## config.mk

```make
export PLATFORM = sky130hd
export DESIGN_NAME = mii_rx_sequencer
export DESIGN_NICKNAME = d
export VERILOG_FILES = /design/src/rtl/mii_rx_sequencer.sv
export SDC_FILE = /design/constraint.sdc
export NUM_CORES = 1
export LEC_CHECK = 0
export CORE_ASPECT_RATIO = 1.4
export CORE_MARGIN = 1
export CORE_UTILIZATION = 25
export CTS_CLUSTER_DIAMETER = 100
export DETAILED_ROUTE_END_ITERATION = 12
export PLACE_DENSITY_LB_ADDON = 0.08
export SETUP_SLACK_MARGIN = 0.3
export SKIP_LAST_GASP = 1
export SLEW_MARGIN = 15
export SYNTH_ARGS = -nofsm -noshare
export SYNTH_HDL_FRONTEND = slang
export SYNTH_SLANG_ARGS = --single-unit
```

## constraint.sdc

```tcl
create_clock -name clk -period 3.85 [get_ports clk]
set_input_delay 0.77 -clock clk [delete_from_list [all_inputs] [get_ports clk]]
set_output_delay 0.77 -clock clk [all_outputs]
set_load 0.01 [all_outputs]
```

## src/rtl/mii_rx_sequencer.sv

```systemverilog
// MII receive sequencer: preamble/SFD search, nibble-to-byte assembly,
// one-byte hold for tlast marking, error and length policing.
module mii_rx_sequencer #(
  parameter int MIN_PREAMBLE    = 2,
  parameter int MAX_FRAME_BYTES = 1522
) (
  input  logic       clk,
  input  logic       rst,
  input  logic [3:0] mii_rxd,
  input  logic       mii_rx_dv,
  input  logic       mii_rx_er,
  output logic [7:0] m_axis_tdata,
  output logic       m_axis_tvalid,
  output logic       m_axis_tlast,
  output logic       m_axis_tuser,
  output logic       status_frame_good,
  output logic       status_frame_bad,
  output logic       status_bad_sfd
);

  localparam int PW = $clog2(MIN_PREAMBLE + 2);
  localparam int CL = $clog2(MAX_FRAME_BYTES + 1);
  localparam int CW = (CL > 11) ? CL : 11;
  localparam logic [PW-1:0] PRE_MIN = PW'(MIN_PREAMBLE);
  localparam logic [CW-1:0] CNT_MAX = CW'(MAX_FRAME_BYTES);

  typedef enum logic [2:0] {
    IDLE,
    PREAMBLE,
    LOW_NIB,
    HIGH_NIB,
    DROP
  } state_t;

  state_t        r_state;
  state_t        w_state;
  logic [PW-1:0] r_pre_cnt;
  logic [PW-1:0] w_pre_cnt;
  logic [3:0]    r_lo;
  logic [3:0]    w_lo;
  logic [7:0]    r_hold;
  logic [7:0]    w_hold;
  logic          r_held;
  logic          w_held;
  logic          r_err;
  logic          w_err;
  logic [CW-1:0] r_cnt;
  logic [CW-1:0] w_cnt;

  logic          r_tvalid;
  logic          w_tvalid;
  logic [7:0]    r_tdata;
  logic [7:0]    w_tdata;
  logic          r_tlast;
  logic          w_tlast;
  logic          r_tuser;
  logic          w_tuser;
  logic          r_good;
  logic          w_good;
  logic          r_bad;
  logic          w_bad;
  logic          r_sfd;
  logic          w_sfd;

  logic [7:0]    w_byte;
  logic          w_err_now;

  assign w_byte    = {mii_rxd, r_lo};
  assign w_err_now = r_err | mii_rx_er;

  always_comb begin
    w_state   = r_state;
    w_pre_cnt = r_pre_cnt;
    w_lo      = r_lo;
    w_hold    = r_hold;
    w_held    = r_held;
    w_err     = r_err;
    w_cnt     = r_cnt;
    w_tvalid  = 1'b0;
    w_tdata   = 8'h00;
    w_tlast   = 1'b0;
    w_tuser   = 1'b0;
    w_good    = 1'b0;
    w_bad     = 1'b0;
    w_sfd     = 1'b0;

    unique case (r_state)
      IDLE: begin
        w_pre_cnt = '0;
        w_held    = 1'b0;
        w_err     = 1'b0;
        w_cnt     = '0;
        if (mii_rx_dv) begin
          if (mii_rxd == 4'h5) begin
            w_state   = PREAMBLE;
            w_pre_cnt = PW'(1);
          end else begin
            w_state = DROP;
            w_sfd   = 1'b1;
          end
        end
      end

      PREAMBLE: begin
        if (!mii_rx_dv) begin
          w_state = IDLE;
        end else if (mii_rxd == 4'h5) begin
          if (r_pre_cnt < PRE_MIN)
            w_pre_cnt = r_pre_cnt + PW'(1);
        end else if (mii_rxd == 4'hD &&
                     r_pre_cnt >= PRE_MIN) begin
          w_state = LOW_NIB;
        end else begin
          w_state = DROP;
          w_sfd   = 1'b1;
        end
      end

      LOW_NIB: begin
        if (mii_rx_dv) begin
          w_lo    = mii_rxd;
          w_err   = w_err_now;
          w_state = HIGH_NIB;
        end else begin
          // frame ended on a byte boundary
          w_state = IDLE;
          if (r_held) begin
            w_tvalid = 1'b1;
            w_tdata  = r_hold;
            w_tlast  = 1'b1;
            w_tuser  = r_err;
            w_good   = !r_err;
            w_bad    = r_err;
          end else begin
            w_bad = 1'b1;
          end
          w_held = 1'b0;
          w_err  = 1'b0;
          w_cnt  = '0;
        end
      end

      HIGH_NIB: begin
        if (mii_rx_dv && r_cnt == CNT_MAX) begin
          // oversize: close frame on the held byte
          w_state  = DROP;
          w_tvalid = r_held;
          w_tdata  = r_held ? r_hold : 8'h00;
          w_tlast  = r_held;
          w_tuser  = r_held;
          w_bad    = 1'b1;
          w_held   = 1'b0;
          w_err    = 1'b0;
          w_cnt    = '0;
        end else if (mii_rx_dv) begin
          w_state  = LOW_NIB;
          w_tvalid = r_held;
          w_tdata  = r_held ? r_hold : 8'h00;
          w_hold   = w_byte;
          w_held   = 1'b1;
          w_err    = w_err_now;
          w_cnt    = r_cnt + CW'(1);
        end else begin
          // odd nibble: partial byte dropped
          w_state  = IDLE;
          w_tvalid = r_held;
          w_tdata  = r_held ? r_hold : 8'h00;
          w_tlast  = r_held;
          w_tuser  = r_held;
          w_bad    = 1'b1;
          w_held   = 1'b0;
          w_err    = 1'b0;
          w_cnt    = '0;
        end
      end

      DROP: begin
        w_held = 1'b0;
        w_err  = 1'b0;
        w_cnt  = '0;
        if (!mii_rx_dv)
          w_state = IDLE;
      end

      default: begin
        w_state = IDLE;
      end
    endcase
  end

  always_ff @(posedge clk) begin
    if (rst) begin
      r_state   <= IDLE;
      r_pre_cnt <= '0;
      r_lo      <= 4'h0;
      r_hold    <= 8'h00;
      r_held    <= 1'b0;
      r_err     <= 1'b0;
      r_cnt     <= '0;
      r_tvalid  <= 1'b0;
      r_tdata   <= 8'h00;
      r_tlast   <= 1'b0;
      r_tuser   <= 1'b0;
      r_good    <= 1'b0;
      r_bad     <= 1'b0;
      r_sfd     <= 1'b0;
    end else begin
      r_state   <= w_state;
      r_pre_cnt <= w_pre_cnt;
      r_lo      <= w_lo;
      r_hold    <= w_hold;
      r_held    <= w_held;
      r_err     <= w_err;
      r_cnt     <= w_cnt;
      r_tvalid  <= w_tvalid;
      r_tdata   <= w_tdata;
      r_tlast   <= w_tlast;
      r_tuser   <= w_tuser;
      r_good    <= w_good;
      r_bad     <= w_bad;
      r_sfd     <= w_sfd;
    end
  end

  assign m_axis_tvalid     = r_tvalid;
  assign m_axis_tdata      = r_tdata;
  assign m_axis_tlast      = r_tlast;
  assign m_axis_tuser      = r_tuser;
  assign status_frame_good = r_good;
  assign status_frame_bad  = r_bad;
  assign status_bad_sfd    = r_sfd;

endmodule

```

# After elaboration in Yosys (flattened, before gate mapping)
# Index checks and enable logic that the tools add are counted.
[op_classes] muxes=50 n_reduce_logical=13 n_lt_le_gt_ge=2 eq_ne=14 n_addsub=2 bitwise=4
[op_table] operator="$mux W11" n=3
[op_table] operator="$pmux W11 S3" n=1
[op_table] operator="$mux W1" n=22
[op_table] operator="$mux W3" n=7
[op_table] operator="$mux W8" n=2
[op_table] operator="$pmux W8 S2" n=1
[op_table] operator="$pmux W3 S5" n=1
[op_table] operator="$ne A2 B2 Y1 const B" n=6
[op_table] operator="$add A11 B1 Y11 const B" n=1
[op_table] operator="$eq A11 B11 Y1 const B" n=1
[op_table] operator="$mux W2" n=5
[op_table] operator="$pmux W1 S2" n=5
[op_table] operator="$eq A3 B2 Y1 const B" n=2
[op_table] operator="$pmux W1 S3" n=2
[op_table] operator="$reduce_and A3 Y1" n=2
[op_table] operator="$eq A4 B3 Y1 const B" n=1
[op_table] operator="$eq A4 B4 Y1 const B" n=1
[op_table] operator="$pmux W2 S2" n=1
[op_table] operator="$reduce_and A2 Y1" n=2
[op_table] operator="$reduce_and A4 Y1" n=1
[op_table] operator="$reduce_or A4 Y1" n=1
[op_table] operator="$eq A3 B1 Y1 const B" n=1
[op_table] operator="$eq A3 B3 Y1 const B" n=1
[op_table] operator="$logic_not A3 Y1" n=1
[op_table] operator="other kinds (11)" n=14
[totals] reg_bits=44 wordCells=99 input_bits=8

# Logic depth before layout (Yosys ltp)
# Gate-level depths: netlist of the first run.
[logic_depth] ltp_word=6 mapped_depth=7

# Least setup slack after synthesis of the first run
# Ideal clock, no wire load.
[synth_path] path_type="in2reg" start="input mii_rxd[3]" end="register r_pre_cnt[1]" path_stages=4 t_arrival_ps=1751 slack_ps=2029 path_cell_list="and4bb_2 nand2_1 or4_1 a21oi_1"
[synth_via] elab_chain_len=3
[synth_rtl] element="start: declaration" line="9" source="input logic [3:0] mii_rxd,"
[synth_rtl] element="$eq A4 B3 Y1" line="107" source="end else if (mii_rxd == 4'h5) begin"
[synth_rtl] element="$ne A2 B2 Y1 (no line)"
[synth_rtl] element="$reduce_and A4 Y1 (no line)"
[synth_rtl] element="end signal: assignment" line="209" source="r_pre_cnt <= w_pre_cnt;"
[synth_rtl] element="end: declaration" line="37" source="logic [PW-1:0] r_pre_cnt;"
# No other way between the ends.
# A chain may end at the register's enable or synchronous reset.

# Worst setup path after layout of the first run
[layout_path] start="input mii_rx_dv" end="register r_cnt[10]"
[layout_via] elab_chain_len=3 elab_cells_between_ends=6
[layout_rtl] element="start: declaration" line="10" source="input logic mii_rx_dv,"
[layout_rtl] element="$mux W11 / $logic_and A1 B1 Y1 (equally long branches)" line="155, 144"
[layout_rtl] element="$mux W11" line="144" source="if (mii_rx_dv && r_cnt == CNT_MAX) begin"
[layout_rtl] element="$pmux W11 S3" line="87" source="unique case (r_state)"
[layout_rtl] element="end signal: assignment" line="214" source="r_cnt <= w_cnt;"
[layout_rtl] element="end: declaration" line="47" source="logic [CW-1:0] r_cnt;"
# Parallel ways exist; a longest one is shown, timed or not.

==> flow_summary.json, run 1 <==
{
  "status": "completed",
  "worst_r2r_path_depth": 4,
  "finalCriticalPeriod_ns": 2.34,
  "power.net_switching_w": 0.000194,
  "drt_first_pass_iters": 4,
  "ys_top_cells_by_area": "dfxtp_1 (47%), mux2i_1 (6.4%), a21oi_1 (4.0%)",
  "yosysUniqueCellTypes": 46,
  "met2WireLength_um": 2170,
  "yosys_warnings": 0,
  "p_leak_nw": 0.703,
  "routed-wl-met3_um": 102,
  "fp.dieArea_sq_um": 7840,
  "grt_max_degree": 18,
  "vias": 1467,
  "remaining_drc_errors": 0,
  "grtUsageTotal": 0.116,
  "relSlewSlack": 0.504,
  "io_buffer_count": 21,
  "yosys.area.top_type": "dfxtp_1",
  "rsz0062_at_grt": "no",
  "critPathKind": "primary input to flip-flop",
  "antenna_found_initial": 0,
  "r2r-start": "r_state[2]",
  "clockRootBuffer": "clkbuf_8",
  "required_ns": 4.08,
  "critPathSlowestCell": "clkdlybuf4s50_1",
  "p_clk_frac": 0.425,
  "r2r_end": "m_axis_tdata[3]",
  "cap_violations": 0,
  "ctsHoldBuffers": 0,
  "clock_latency_ns": 0.30,
  "synthMuxAreaShare": 0.0642,
  "syn_nets": 205,
  "synthAdderAreaFrac": 0.0201,
  "synth_compound_area_frac": 0.153,
  "grt_first_pass_wirelength_um": 6890,
  "hold_depth": 1,
  "synth_xor_xnor_area_share": 0.00468,
  "cts_buffer_depth": 2,
  "gp_congestion": 0.689,
  "ant_nets": 0,
  "p_seq_frac": 0.533,
  "drt_iter0_markers": 31,
  "die_w_um": 75.1,
  "row_count": 36,
  "synthesis.instances": 194,
  "critPathTopFamily": "buffers and inverters",
  "min_path_type": "flip-flop to flip-flop",
  "wl_per_cell_um": 13.4,
  "start_kind": "primary input",
  "drt-total-wl_um": 4170,
  "synth_top_family_by_area": "simple AND/OR/NAND/NOR gates",
  "core-area_sq_um": 7120,
  "hold_path.startpoint": "r_hold[7]",
  "viasPerCell": 4.70,
  "highest_layer": "met4",
  "start_util": 0.263,
  "yosys_register_bits": 44,
  "p_total_w": 0.000864,
  "intPower_w": 0.000671,
  "worstPathArrival_ns": 2.57,
  "fp.dieH_um": 104,
  "power_density_nw_per_um2": 382,
  "grt_overflow": 0,
  "min_period_over_period": 0.608,
  "max_freq_ghz": 0.427,
  "synth.avg_cell_area_sq_um": 9.64,
  "cts.sinks": 44,
  "grt_pass1_vias": 1431,
  "insertedDiodeCount": 0,
  "power_frac_comb": 0.042,
  "crit_chain": "clkdlybuf4s50_1 -> nand2b_1 -> a31oi_1 -> buf_4 -> or4_1 -> a21oi_1",
  "path_buf_inv": 2,
  "hold_viol": 0,
  "cp_max_fo": 14,
  "met1Wirelength_um": 1820,
  "cts_setup_buffers": 0,
  "cts_resized": 0,
  "nets": 227,
  "tns_ns": 0,
  "hold_end": "m_axis_tdata[7]",
  "layout_common_cells": "dfxtp_1 (44), clkdlybuf4s50_1 (21), nor2_1 (20)",
  "r2r_slack_ns": 2.03,
  "dp_hpwl_um": 2950,
  "area_delta_synth_final_pct": 20.9,
  "layout-drive-gt1-share": 0.106,
  "cts_buffers": 5,
  "setup_viol_count_final": 0,
  "peakVddDrop_mv": 0.153,
  "clock_skew_ns": 0.00796,
  "worstMarginPinSlew_ns": 0.744,
  "yosys.area_share.simple": 0.227,
  "cp_slowest_stage_delay_ns": 0.64,
  "yosysSeqAreaShare": 0.471,
  "synth_top_area_frac": 0.471,
  "report.final.slew_viol_count": 0,
  "p_sw_frac": 0.224,
  "ios": 22,
  "critPathCaptureType": "flip-flop",
  "syn-cell-area_sq_um": 1870,
  "async_flop_share": 0,
  "final_common_cell": "dfxtp_1",
  "ys.flop_type": "dfxtp_1",
  "cts_max_level": 2,
  "clk_pin_slew_worst_paths_ns": 0.09,
  "cts_tree": "built",
  "synth-edff-count": 0
}
[state kept, by name, summed over array words and instances (netlist names)]
register / flops
m_axis_tdata: 8
m_axis_tlast: 1
r_pre_cnt: 2
r_cnt: 11
status_frame_good: 1
r_state: 3
r_held: 1
status_frame_bad: 1
r_hold: 8
m_axis_tuser: 1
m_axis_tvalid: 1
r_lo: 4
r_err: 1
status_bad_sfd: 1
[cells by family after synthesis]
| logic type | after synthesis |
|---|---|
| compound gates | 42 |
| simple gates | 74 |
| xor+xnor | 1 |
| buf+inv | 18 |
| flops | 44 |
| mux | 12 |
| fa+ha+maj | 3 |
[layout make-up]
class	count	area (sq um)
clock inverters	3	46.3
well taps	95	119
fillers	811	4860
multi-input cells	132	876
flip-flops and latches	44	881
clock buffers	5	68.8
repair buffers	25	240
inverters	8	30.0
[power groups by stage]
| stage | combinational, W | clock [W] | sequential (W) |
|---|---|---|---|
| after global routing | 0.0000402 | 0.000406 | 0.000461 |
| after CTS | 0.0000372 | 0.000381 | 0.000460 |
| final | 0.0000365 | 0.000367 | 0.000460 |
| after floorplan | 0.0000244 | 0 | 0.000469 |
| after global placement | 0.0000381 | 0 | 0.000471 |
| after detailed placement | 0.0000370 | 0 | 0.000471 |
[how the worst max path moves through the flow]
stage | startpoint | end | slack (ns) | depth (start not counted)
finish | mii_rx_dv | r_cnt[10] | 1.51 | 6
global placement | rst | m_axis_tdata[3] | 1.15 | 5
CTS | rst | m_axis_tdata[3] | 1.50 | 5
floorplan | mii_rxd[3] | r_pre_cnt[1] | 2.03 | 4
detailed placement | rst | m_axis_tdata[3] | 1.18 | 5
global route | rst | m_axis_tdata[3] | 1.37 | 5
[synthesized netlist by cell type (2+ instances only)]
cell type / number
or3_1: 3
clkbuf_1: 2
mux2i_1: 12
nand4_1: 4
and2_1: 8
a31oi_1: 2
nand3_1: 6
o31ai_1: 6
buf_6: 5
inv_1: 8
nand2b_1: 3
a211oi_1: 2
o21ai_0: 5
ha_1: 3
buf_4: 2
a21oi_1: 15
o211ai_1: 2
nor4_1: 2
nand2_1: 9
or4_1: 7
dfxtp_1: 44
nor2_1: 20
[through the flow]
stage                     instance area (sq um)  std cells   util  hold WS [ns]  setup WS [ns]
after global routing                       2260        312  0.318         0.482           1.37
after global placement                     2150        304  0.302         0.453           1.15
final                                      2260        312  0.318         0.471           1.51
after floorplan                            1870        194      -         0.429           2.03
after detailed placement                   2150        304  0.302         0.447           1.18
after CTS                                  2260        312  0.318         0.476           1.50
[worst reg2reg max path: cells and delay by family, from the launching register on]
kind | cells | cell delay (ns)
AOI/OAI and AO/OA | 1 | 0.63
DFF | 1 | 0.40
and+or+nand+nor | 3 | 0.73
[metal layers]
metal,GRT usage,up-vias
li1,-,742
met1,0.138,703
met2,0.194,17
met3,0.0271,5
met4,0.0512,0
met5,0,-
No activity file was read; power rests on OpenSTA's default activity.
==> inputs of run 2 (changes only) <==
clock period = 2.2 ns   (was 3.85 ns; I/O delays follow)
==> run 2 against run 1 <==
Against the previous run: critical path depth did not move; worst setup slack got worse by 1.1 ns; global-route usage rose by 0.28 points; clock skew rose by 0.0098 ns; first-iteration DRC count rose by 45%; register-to-register slack got worse by 1.6 ns; largest power group unchanged; combinational power rose by 99%; sequential cell count did not move.
==> flow_summary.json, run 2 (same netlist as run 1, synthesis figures left out) <==
{
  "cts_buffer_depth": 2,
  "r2r-start": "r_state[1]",
  "crit_chain": "clkdlybuf4s50_1 -> nand2b_1 -> a31oi_1 -> buf_12 -> or4_1 -> a21oi_1",
  "p_leak_nw": 0.730,
  "report.final.slew_viol_count": 0,
  "cp_max_fo": 23,
  "drt_first_pass_iters": 4,
  "hold_ws_ns": 0.454,
  "largest_reg_flops": 11,
  "multi_input_area_sq_um": 876,
  "row_count": 36,
  "io_buffer_count": 21,
  "top_register": "r_cnt",
  "grt_overflow": 0,
  "min_period_over_period": 0.797,
  "fp.dieH_um": 104,
  "wl_per_cell_um": 13.3,
  "cp_slowest_stage_delay_ns": 0.50,
  "core-area_sq_um": 7120,
  "clk_pin_slew_worst_paths_ns": 0.10,
  "p_sw_frac": 0.246,
  "grtUsageTotal": 0.119,
  "fin_util": 0.324,
  "intPower_w": 0.00107,
  "vias": 1522,
  "clockRootBuffer": "clkbuf_8",
  "drt_iter0_markers": 45,
  "cts_tree": "built",
  "final_common_cell": "dfxtp_1",
  "p_seq_frac": 0.568,
  "grt_max_degree": 24,
  "r2r_end": "r_cnt[10]",
  "setup_viol_count_final": 0,
  "finalCriticalPeriod_ns": 1.75,
  "worstPathArrival_ns": 1.99,
  "grt_pass1_vias": 1530,
  "antenna_found_initial": 0,
  "die_w_um": 75.1,
  "insertedDiodeCount": 0,
  "cts.sinks": 44,
  "required_ns": 2.44,
  "worst_r2r_path_depth": 4,
  "dp_hpwl_um": 3020,
  "power.net_switching_w": 0.000349,
  "r2r_slack_ns": 0.46,
  "power_density_nw_per_um2": 616,
  "path_buf_inv": 2,
  "grt_first_pass_wirelength_um": 7140,
  "cap_violations": 0,
  "critPathTopFamily": "buffers and inverters",
  "nets": 234,
  "hold_depth": 1,
  "critPathCaptureType": "flip-flop",
  "p_clk_frac": 0.381,
  "regArea_sq_um": 882,
  "layout_common_cells": "dfxtp_1 (43), clkdlybuf4s50_1 (21), nor2_1 (20)",
  "relSlewSlack": 0.701,
  "remaining_drc_errors": 0,
  "ant_nets": 0,
  "rsz0062_at_grt": "no",
  "gp_congestion": 0.733,
  "tns_ns": 0,
  "fp.dieArea_sq_um": 7840,
  "drt-total-wl_um": 4240,
  "ctsHoldBuffers": 0,
  "area_delta_synth_final_pct": 23.3,
  "power_frac_comb": 0.051,
  "hold_viol": 0,
  "max_freq_ghz": 0.570,
  "ios": 22,
  "worstMarginPinSlew_ns": 0.448,
  "peakVddDrop_mv": 0.311,
  "hold_path.startpoint": "r_hold[4]",
  "status": "completed",
  "worst-path-stages": 6,
  "cts_setup_buffers": 0,
  "cts_buffers": 5,
  "start_util": 0.263,
  "min_path_type": "flip-flop to flip-flop",
  "start_kind": "primary input",
  "layout-drive-gt1-share": 0.138,
  "clock_skew_ns": 0.0178,
  "viasPerCell": 4.77,
  "clock_latency_ns": 0.31,
  "cts_max_level": 2,
  "critPathKind": "primary input to flip-flop",
  "critPathSlowestCell": "or4_1",
  "fillCellCount": 790,
  "hold_end": "m_axis_tdata[4]"
}
run 2: cell type report:
type / count / share of cell area
Multi-Input combinational cell: 132 / 0.380
Inverter: 8 / 0.0130
Clock buffer: 5 / 0.0298
Clock inverter: 3 / 0.0109
Timing Repair Buffer: 32 / 0.132
Sequential cell: 44 / 0.383
Tap cell: 95 / 0.0515
run 2: through the flow:
step	instance area (sq um)	cells	power, W	setup WS (ns)
after floorplan	1870	194	0.000863	0.709
after global placement	2210	311	0.000900	0.131
after detailed placement	2210	311	0.000899	0.124
after CTS	2300	319	0.00144	0.411
after global routing	2310	319	0.00148	0.305
final	2310	319	0.00142	0.447
run 2: power groups by stage:
stage	Combinational, W	Clock, W	Sequential (W)
after global routing	0.0000806	0.000594	0.000808
final	0.0000726	0.000541	0.000807
after global placement	0.0000749	0	0.000825
after CTS	0.0000744	0.000563	0.000806
after floorplan	0.0000427	0	0.000820
after detailed placement	0.0000740	0	0.000825
run 2: repair_timing:
item / CTS / global route
endpoints found under the setup margin: 0 / 1
gates resized for setup: 0 / 1
endpoints found under the hold margin: 0 / 0
run 2: how the worst max path moves through the flow:
stage,endpoint,startpoint,slack [ns]
4_1_cts,r_cnt[10],r_state[0],0.41
3_3_place_gp,r_cnt[10],mii_rx_dv,0.13
5_1_grt,r_cnt[10],r_state[1],0.31
6_report,r_cnt[10],mii_rx_dv,0.45
3_5_place_dp,r_cnt[10],mii_rx_dv,0.12
2_1_floorplan,r_pre_cnt[1],mii_rxd[3],0.71
run 2: layer usage:
metal / vias to the layer above / global-route usage / wire length, um
met5: - / 0 / 0
met4: 0 / 0.0485 / 72
met3: 6 / 0.0242 / 143
met2: 21 / 0.210 / 2200
met1: 740 / 0.135 / 1830
li1: 755 / - / -
run 2: worst reg2reg max path, stage by stage, from the launching register on:
cell and delay, ns:
dfxtp_1 0.61, a31oi_1 0.21, buf_12 0.21, or4_1 0.50, a21oi_1 0.15
==> inputs of run 3 (changes only) <==
clock period = 1.6 ns   (was 2.2 ns; I/O delays follow)
==> run 3 against run 2 <==
Against the previous run: global-route usage rose by 1.2 points; via count rose by 8.1%; clock power rose by 58%; count of clock-buffer cells in the layout did not move; core utilization rose by 6.7 points; register-to-register slack got worse by 0.35 ns; critical path depth fell by 2; non-clock buffer count rose by 33; final cell count rose by 10%; worst hold slack got worse by 0.059 ns; highest routed layer unchanged.
==> flow_summary.json, run 3 (same netlist as run 1, synthesis figures left out) <==
{
  "status": "completed",
  "start_kind": "flip-flop",
  "row_count": 36,
  "critPathCaptureType": "flip-flop",
  "die_w_um": 75.1,
  "peakVddDrop_mv": 0.389,
  "power_density_nw_per_um2": 750,
  "grt_pass1_vias": 1627,
  "required_ns": 1.83,
  "report.final.slew_viol_count": 0,
  "fp.dieH_um": 104,
  "io_buffer_count": 21,
  "max_freq_ghz": 0.669,
  "instances_no_fill": 352,
  "ios": 22,
  "cts_tree": "built",
  "startpoint": "r_cnt[6]",
  "gp_congestion": 0.735,
  "setup_viol_count_final": 0,
  "core-area_sq_um": 7120,
  "cts_buffers": 5,
  "fillCellCount": 755,
  "insertedDiodeCount": 0,
  "cts_max_level": 2,
  "fp.dieArea_sq_um": 7840,
  "dp.cells": 327,
  "top_register": "r_cnt",
  "power.net_switching_w": 0.000463,
  "vias": 1646,
  "dp_slack_ns": -0.331,
  "worst_r2r_path_depth": 4,
  "grt_max_degree": 18,
  "clock_latency_ns": 0.30,
  "clk_pin_slew_worst_paths_ns": 0.09,
  "cts.sinks": 44,
  "start_util": 0.263,
  "final_common_cell": "dfxtp_1",
  "nets": 267,
  "largest_reg_flops": 11,
  "min_path_type": "primary input to flip-flop",
  "crit_end": "r_cnt[9]",
  "relSlewSlack": 0.796,
  "p_seq_frac": 0.527,
  "grtUsageTotal": 0.131,
  "drt-total-wl_um": 4830,
  "grt_overflow": 0,
  "multi_input_area_sq_um": 1040,
  "remaining_drc_errors": 0,
  "p_leak_nw": 1.02,
  "drt_iter0_markers": 39,
  "clock_skew_ns": 0.00760,
  "cp_max_fo": 5,
  "viasPerCell": 4.68,
  "cap_violations": 0,
  "antenna_found_initial": 0,
  "r2r_end": "r_cnt[9]",
  "ant_nets": 0,
  "finalCriticalPeriod_ns": 1.49,
  "hold_viol": 0,
  "worstPathArrival_ns": 1.72,
  "drt_first_pass_iters": 4,
  "area_delta_synth_final_pct": 48.7,
  "ctsHoldBuffers": 0,
  "r2r_slack_ns": 0.11,
  "hold_path.startpoint": "mii_rxd[3]",
  "p_sw_frac": 0.222,
  "power_frac_comb": 0.063,
  "wl_per_cell_um": 13.7,
  "layout-drive-gt1-share": 0.385,
  "layout_common_cells": "dfxtp_1 (36), buf_4 (35), nor2_1 (18)",
  "p_total_w": 0.00209,
  "cts_buffer_depth": 2,
  "intPower_w": 0.00162,
  "rsz0062_at_grt": "yes",
  "worstMarginPinSlew_ns": 0.305,
  "grt_first_pass_wirelength_um": 7820,
  "clockRootBuffer": "clkbuf_8",
  "min_period_over_period": 0.934,
  "p_clk_frac": 0.410,
  "regArea_sq_um": 896,
  "critPathKind": "flip-flop to flip-flop",
  "r2r-start": "r_cnt[6]",
  "setup_slack_ns": 0.105,
  "dp_hpwl_um": 3250
}
==> run 3: how the worst min path moves through the flow <==
| stage | cells past startpoint | slack (ns) | end |
|---|---|---|---|
| after floorplan | 1 | 0.43 | m_axis_tdata[0] |
| after global placement | 1 | 0.45 | m_axis_tdata[1] |
| after detailed placement | 1 | 0.44 | m_axis_tdata[5] |
| after CTS | 4 | 0.39 | r_hold[7] |
| after global routing | 3 | 0.40 | status_frame_good |
| final | 4 | 0.39 | r_hold[7] |
==> run 3: per-layer routing <==
layer,track usage,share of wire,vias to the layer above
met2,0.232,0.54,27
met4,0.0445,0.015,0
met1,0.151,0.42,791
met5,0,0,-
li1,-,-,822
met3,0.0271,0.026,6
==> run 3: final cells by class <==
type,instances,area share
Multi-Input combinational cell,132,0.373
Sequential cell,44,0.322
Timing Repair Buffer,65,0.211
Tap cell,95,0.0427
Clock buffer,5,0.0247
Clock inverter,3,0.0153
Inverter,8,0.0108
==> run 3: critical path, cell delays in order (launching register included) <==
cell and delay, ns:
dfxtp_1 0.40, and4_4 0.28, nand2_1 0.08, or4_1 0.53, a21oi_2 0.14
==> run 3: metrics by stage <==
step | setup TNS, ns | hold WS (ns) | utilization | instance area [sq um]
after floorplan | 0 | 0.429 | - | 1890
after global placement | -7.33 | 0.445 | 0.331 | 2350
after detailed placement | -7.58 | 0.443 | 0.331 | 2350
after CTS | 0 | 0.394 | 0.379 | 2700
after global routing | 0 | 0.405 | 0.391 | 2780
final | 0 | 0.394 | 0.391 | 2780
==> run 3: what timing repair did <==
item	4_1_cts	5_1_grt
gates cloned	2	1
buffers inserted	12	2
pin swaps	19	7
endpoints found under the setup margin	48	43
gates resized for setup	56	17
==> run 3: power groups by stage <==
stage	clock, W	sequential (W)	combinational (W)
4_1_cts	0.000891	0.00110	0.000124
5_1_grt	0.000936	0.00110	0.000140
6_report	0.000856	0.00110	0.000131
2_1_floorplan	0	0.00113	0.0000608
3_5_place_dp	0	0.00113	0.000121
3_3_place_gp	0	0.00113	0.000120
